File: src/rtl/oddeven_sort_engine.sv
// Frame-based odd-even transposition sorter.
// Loads up to NUM_DATA words over a valid/ready stream, sorts them in place,
// then streams the sorted words out with valid/ready/last.
module oddeven_sort_engine #(
  parameter int DATA_WIDTH = 16,
  parameter int NUM_DATA   = 8,
  parameter int SIGNED     = 0
) (
  input  logic                  clk,
  input  logic                  rst,
  input  logic                  in_valid,
  output logic                  in_ready,
  input  logic [DATA_WIDTH-1:0] in_data,
  input  logic                  in_last,
  input  logic                  descend,
  output logic                  out_valid,
  input  logic                  out_ready,
  output logic [DATA_WIDTH-1:0] out_data,
  output logic                  out_last,
  output logic                  busy
);

  localparam int CW = $clog2(NUM_DATA + 1);
  localparam logic [CW-1:0] LAST_IDX = CW'(NUM_DATA - 1);

  localparam logic [1:0] S_LOAD   = 2'd0;
  localparam logic [1:0] S_SORT   = 2'd1;
  localparam logic [1:0] S_UNLOAD = 2'd2;

  logic [1:0]            r_state;
  logic [CW-1:0]         r_cnt;
  logic [CW-1:0]         r_n;
  logic [CW-1:0]         r_rd;
  logic [CW-1:0]         r_phase;
  logic                  r_desc;
  logic [DATA_WIDTH-1:0] r_buf     [NUM_DATA];
  logic [DATA_WIDTH-1:0] w_buf_nxt [NUM_DATA];

  logic                  w_in_fire;
  logic                  w_out_fire;
  logic                  w_frame_end;
  logic                  w_desc_frame;
  logic                  w_rd_last;
  logic [DATA_WIDTH-1:0] w_pad_max;
  logic [DATA_WIDTH-1:0] w_pad_min;
  logic [DATA_WIDTH-1:0] w_pad;
  logic [DATA_WIDTH-1:0] w_rd_word;

  // Magnitude compare honouring the SIGNED parameter.
  function automatic logic f_gt(input logic [DATA_WIDTH-1:0] a,
                                input logic [DATA_WIDTH-1:0] b);
    if (SIGNED != 0) return $signed(a) > $signed(b);
    return a > b;
  endfunction

  assign in_ready   = (r_state == S_LOAD);
  assign out_valid  = (r_state == S_UNLOAD);
  assign busy       = (r_state == S_SORT) || (r_state == S_UNLOAD);
  assign w_in_fire  = in_valid && in_ready;
  assign w_out_fire = out_valid && out_ready;
  assign w_frame_end = in_last || (r_cnt == LAST_IDX);
  assign w_rd_last  = (r_rd == r_n - CW'(1));
  assign out_last   = out_valid && w_rd_last;
  assign out_data   = out_valid ? w_rd_word : '0;

  // The first beat's descend applies to the whole frame, including its pads.
  assign w_desc_frame = (r_cnt == '0) ? descend : r_desc;

  // Pad value sorts to the tail: max for ascending, min for descending.
  always_comb begin
    w_pad_max = '1;
    w_pad_min = '0;
    if (SIGNED != 0) begin
      w_pad_max[DATA_WIDTH-1] = 1'b0;
      w_pad_min[DATA_WIDTH-1] = 1'b1;
    end
    w_pad = w_desc_frame ? w_pad_min : w_pad_max;
  end

  // Read mux for the unload pointer.
  always_comb begin
    w_rd_word = '0;
    for (int unsigned k = 0; k < NUM_DATA; k++) begin
      if (CW'(k) == r_rd) w_rd_word = r_buf[k];
    end
  end

  // Next buffer contents: load a beat (padding the tail on the final beat)
  // or run one compare-swap phase; pairs in a phase never overlap.
  always_comb begin
    w_buf_nxt = r_buf;
    if (w_in_fire) begin
      for (int unsigned k = 0; k < NUM_DATA; k++) begin
        if (CW'(k) == r_cnt) begin
          w_buf_nxt[k] = in_data;
        end else if (w_frame_end && (CW'(k) > r_cnt)) begin
          w_buf_nxt[k] = w_pad;
        end
      end
    end else if (r_state == S_SORT) begin
      for (int unsigned k = 0; k + 1 < NUM_DATA; k++) begin
        if (k[0] == r_phase[0]) begin
          if (r_desc ? f_gt(r_buf[k+1], r_buf[k]) : f_gt(r_buf[k], r_buf[k+1])) begin
            w_buf_nxt[k]   = r_buf[k+1];
            w_buf_nxt[k+1] = r_buf[k];
          end
        end
      end
    end
  end

  // Buffer storage.
  always_ff @(posedge clk) begin
    if (rst) begin
      for (int unsigned k = 0; k < NUM_DATA; k++) r_buf[k] <= '0;
    end else begin
      r_buf <= w_buf_nxt;
    end
  end

  // Frame control: LOAD -> SORT -> UNLOAD -> LOAD.
  always_ff @(posedge clk) begin
    if (rst) begin
      r_state <= S_LOAD;
      r_cnt   <= '0;
      r_n     <= '0;
      r_rd    <= '0;
      r_phase <= '0;
      r_desc  <= 1'b0;
    end else begin
      case (r_state)
        S_LOAD: begin
          if (w_in_fire) begin
            if (r_cnt == '0) r_desc <= descend;
            if (w_frame_end) begin
              r_n     <= r_cnt + CW'(1);
              r_cnt   <= '0;
              r_phase <= '0;
              r_state <= S_SORT;
            end else begin
              r_cnt <= r_cnt + CW'(1);
            end
          end
        end
        S_SORT: begin
          if (r_phase == LAST_IDX) begin
            r_rd    <= '0;
            r_state <= S_UNLOAD;
          end else begin
            r_phase <= r_phase + CW'(1);
          end
        end
        S_UNLOAD: begin
          if (w_out_fire) begin
            if (w_rd_last) begin
              r_rd    <= '0;
              r_state <= S_LOAD;
            end else begin
              r_rd <= r_rd + CW'(1);
            end
          end
        end
        default: r_state <= S_LOAD;
      endcase
    end
  end

endmodule

File: config.mk
export PLATFORM = sky130hd
export DESIGN_NAME = oddeven_sort_engine
export DESIGN_NICKNAME = d
export VERILOG_FILES = /design/src/rtl/oddeven_sort_engine.sv
export SDC_FILE = /design/constraint.sdc
export NUM_CORES = 1
export LEC_CHECK = 0
export CAP_MARGIN = 0
export CORE_MARGIN = 2
export CORE_UTILIZATION = 45
export CTS_CLUSTER_DIAMETER = 40
export DETAILED_ROUTE_END_ITERATION = 10
export DONT_BUFFER_PORTS = 1
export PLACE_DENSITY_LB_ADDON = 0.2
export SYNTH_ARGS = -nofsm -noshare
export SYNTH_HDL_FRONTEND = slang
export SYNTH_SLANG_ARGS = --single-unit
File: constraint.sdc
create_clock -name clk -period 8.39 [get_ports clk]
set_input_delay 0.4195 -clock clk [delete_from_list [all_inputs] [get_ports clk]]
set_output_delay 0.4195 -clock clk [all_outputs]
set_load 0.1 [all_outputs]
==> results.yml <==
placement:
  routabilityCongestion: 0.9888
  hpwl_microns: 37940
  post-place-ws_ns: 4.137
  placed_area_sq_um: 13800
  io_buffers: 0
synthesis:
  yosys.area_share.simple_pct: 21.02
  ys.flop_type: "dfxtp_1"
  yosys.area.top_type: "dfxtp_1"
  ys_ff_latch: 147
  synthDistinctLibCells: 69
  syn_area_sq_um: 13660
  synth_edf_count: 0
  ys_seq_area_share_pct: 21.54
  synthCells: 1903
  ys_warn_count: 0
  synth_area_leaders: "dfxtp_1 22%, ha_1 11%, a21oi_1 6.3%, nand2_1 4.9%, a211oi_1 4.6%"
  synth_compound_area_share_pct: 32.41
  post_synth.cell_area_avg_sq_um: 7.180
  yosysTopAreaCellShare_pct: 21.54
  synthMuxAreaShare_pct: 4.267
  synthAdderAreaFrac_pct: 11.36
  synth.net_count: 2049
  synth_top_family_by_area: "compound AO/OA/AOI/OAI gates"
  synth-xor-area-share_pct: 0.7692
  synthArstFlopShare_pct: 0
timing:
  fin_ws_ns: 3.560
  fmax_mhz: 207.1
  rsz0062_at_grt: "no"
  slew_headroom_pct: 6.767
  setup_viol: 0
  worst_pin_slew_ns: 1.398
  min_period_ns: 4.830
  skew_ns: 0.009738
  setup_tns_ns: 0
  timing_hold_violations_final: 0
  post-route-period-util_pct: 57.56
  final-max-slew-violation-count: 0
route:
  wl_met3_microns: 6280
  maxUsedRoutingLayer: "met5"
  drc: 0
  wl_met1_microns: 22890
  first_pass_iters: 7
  ant_nets: 0
  wl_met2_microns: 23630
  wl_per_cell_microns: 25.70
  vias: 15043
  drtIter0Drc: 2001
  routed_wl_microns: 56030
  via_per_inst: 6.900
clock_tree:
  clock_latency_ns: 0.45
  clock-sinks: 147
  postCtsHoldBufs: 0
  cts_max_level: 4
  numCtsBuffers: 17
  cts_tree: "done"
  clockBufferDepth: 2
  cts_resized: 0
  post-cts-setup-buffers: 0
  clockRootBuffer: "clkbuf_16"
  path_clk_slew_ns: 0.07
floorplan:
  num_rows: 63
  ios: 42
  die_h_microns: 178.3
  die_area_sq_um: 31770
  coreArea_sq_um: 29800
  die_x_microns: 178.3
  start_util_pct: 45.86
global_route:
  grt_overflow: 0
  grt_usage_pct: 35.45
  grt_antenna_before_repair: 1
  grt_start_max_net_pins: 139
  grt_pass1_wl_microns: 84730
  grt_pass1_vias: 13595
worst_setup_path:
  r2r_slack_ns: 4.01
  crit_path_end_kind: "primary output"
  r2r_cells: 10
  startpoint_type: "register"
  crit_fanout: 32
  cp.required_ns: 7.97
  reg2reg_to: "r_buf[42]"
  critical_path_class: "reg -> out"
  arrival_ns: 4.41
  r2r_start: "r_state[0]"
layout:
  layout.nets: 1925
  fill_cells: 3019
  area_growth_pct: 5.934
  drive_gt1_share_pct: 7.430
  antennaDiodeCount: 0
  final_area_sq_um: 14470
worst_hold_path:
  holdCritPathClass: "in -> reg"
  worstHoldStart: "rst"
  hold_depth: 1
  whs_endpoint: "r_cnt[0]"
pwr:
  max-vdd-ir-drop_mv: 0.2020
  power.density_nw_per_um2: 421.5
  p_leak_nw: 5.440
outcome:
  outcome: "finished clean"
run:
  maxCapViolCount: 0
-- metal layers --
layer  global-route usage, %  vias up
li1                        -     6811
met1                   47.60     7148
met2                   52.45      903
met3                   8.887      179
met4                   17.99        2
met5                       0        -
-- registers in the layout (all words and copies together), names as in the netlist --
register and count:
r_buf 128, r_cnt 4, r_phase 4, r_n 4
r_rd 4, r_state 2, r_desc 1
-- worst max path at each step --
stage	start	to	cells after the start	slack, ns
2_1_floorplan	r_rd[1]	out_data[10]	10	3.67
3_3_place_gp	r_rd[0]	out_data[2]	9	4.13
3_5_place_dp	r_state[0]	r_buf[43]	10	4.14
4_1_cts	r_rd[0]	out_data[2]	9	3.62
5_1_grt	r_rd[0]	out_data[2]	9	3.52
6_report	r_rd[0]	out_data[2]	9	3.56
-- synth_stat cells (4+ instances only) --
master and instances:
nand2b_1 19, a211oi_1 84, xor2_1 4, a31o_2 15
nor4b_1 4, nor4_1 5, a21o_1 24, xnor2_1 8
a31oi_1 85, buf_2 13, a211o_1 18, o221ai_1 17
clkbuf_2 10, a221oi_1 40, buf_1 11, o21ai_1 6
a2111oi_0 4, and2_1 10, a21oi_1 171, o211ai_1 23
dfxtp_1 147, o21a_1 5, nand4b_1 16, a22o_1 16
mux2i_1 52, nand3_1 80, or2_2 6, nor2_1 137
a221oi_2 10, o21ai_0 91, clkbuf_1 136, nand4_1 37
ha_1 124, o22ai_1 17, a22oi_1 16, inv_1 124
nand2_1 178, nor2b_1 28, and3_1 5, nor3_1 59
-- worst max-delay path, cell delays in order, from the launching register on --
cell      delay [ns]
dfxtp_1         0.38
inv_1           0.11
ha_1            0.18
and2_1          1.06
a221oi_1        0.17
a211oi_1        0.59
a221oi_1        0.11
nand2_1         0.14
o21ai_0         0.24
o21ai_2         0.95
-- power breakdown --
group,internal (mW),leakage (nW),switching [mW]
Clock,0.579,0.325,0.339
Sequential,0.900,1.20,0.476
Combinational,1.34,3.91,2.46
-- cell usage in the layout (no fill, tap or decap), drive strengths merged, types with 18 or more instances in the layout --
master and n:
o21ai 97, nor2 137, a21o 24, nor3 59, nand2b 19, clkbuf 21, mux2i 53, a211oi 84
dfxtp 147, o211ai 23, ha 124, nand3 80, a21oi 174, buf 32, a211o 18, nor2b 28
nand2 178, nand4 37, inv 124, a31oi 85, a221oi 50
-- stage by stage --
stage / total power, mW / hold slack (ns) / util, % / std cells
after floorplan: 4.032 / 0.4434 / - / 1903
after global placement: 5.003 / 0.4530 / 46.32 / 2150
after detailed placement: 5.049 / 0.4694 / 46.32 / 2150
after CTS: 5.982 / 0.05368 / 48.58 / 2180
after global routing: 6.465 / 0.03409 / 48.58 / 2180
final: 6.101 / 0.04890 / 48.58 / 2180
-- final cells by class --
cell class,count,area (sq um),area share [%]
Tap cell,390,488.0,3.371
Clock inverter,9,201.4,1.392
Inverter,124,465.4,3.216
Clock buffer,21,470.5,3.250
Sequential cell,147,2943,20.33
Timing Repair Buffer,32,240.2,1.660
Multi-Input combinational cell,1457,9666,66.78
-- logic make-up after synthesis --
group / Yosys count
AOI/OAI and AO/OA: 664
adders and majority gates: 124
buffers and inverters: 299
DFF: 147
xor gates and xnor gates: 12
muxes: 57
and+or+nand+nor: 600
(Power assumes the default switching activity.)
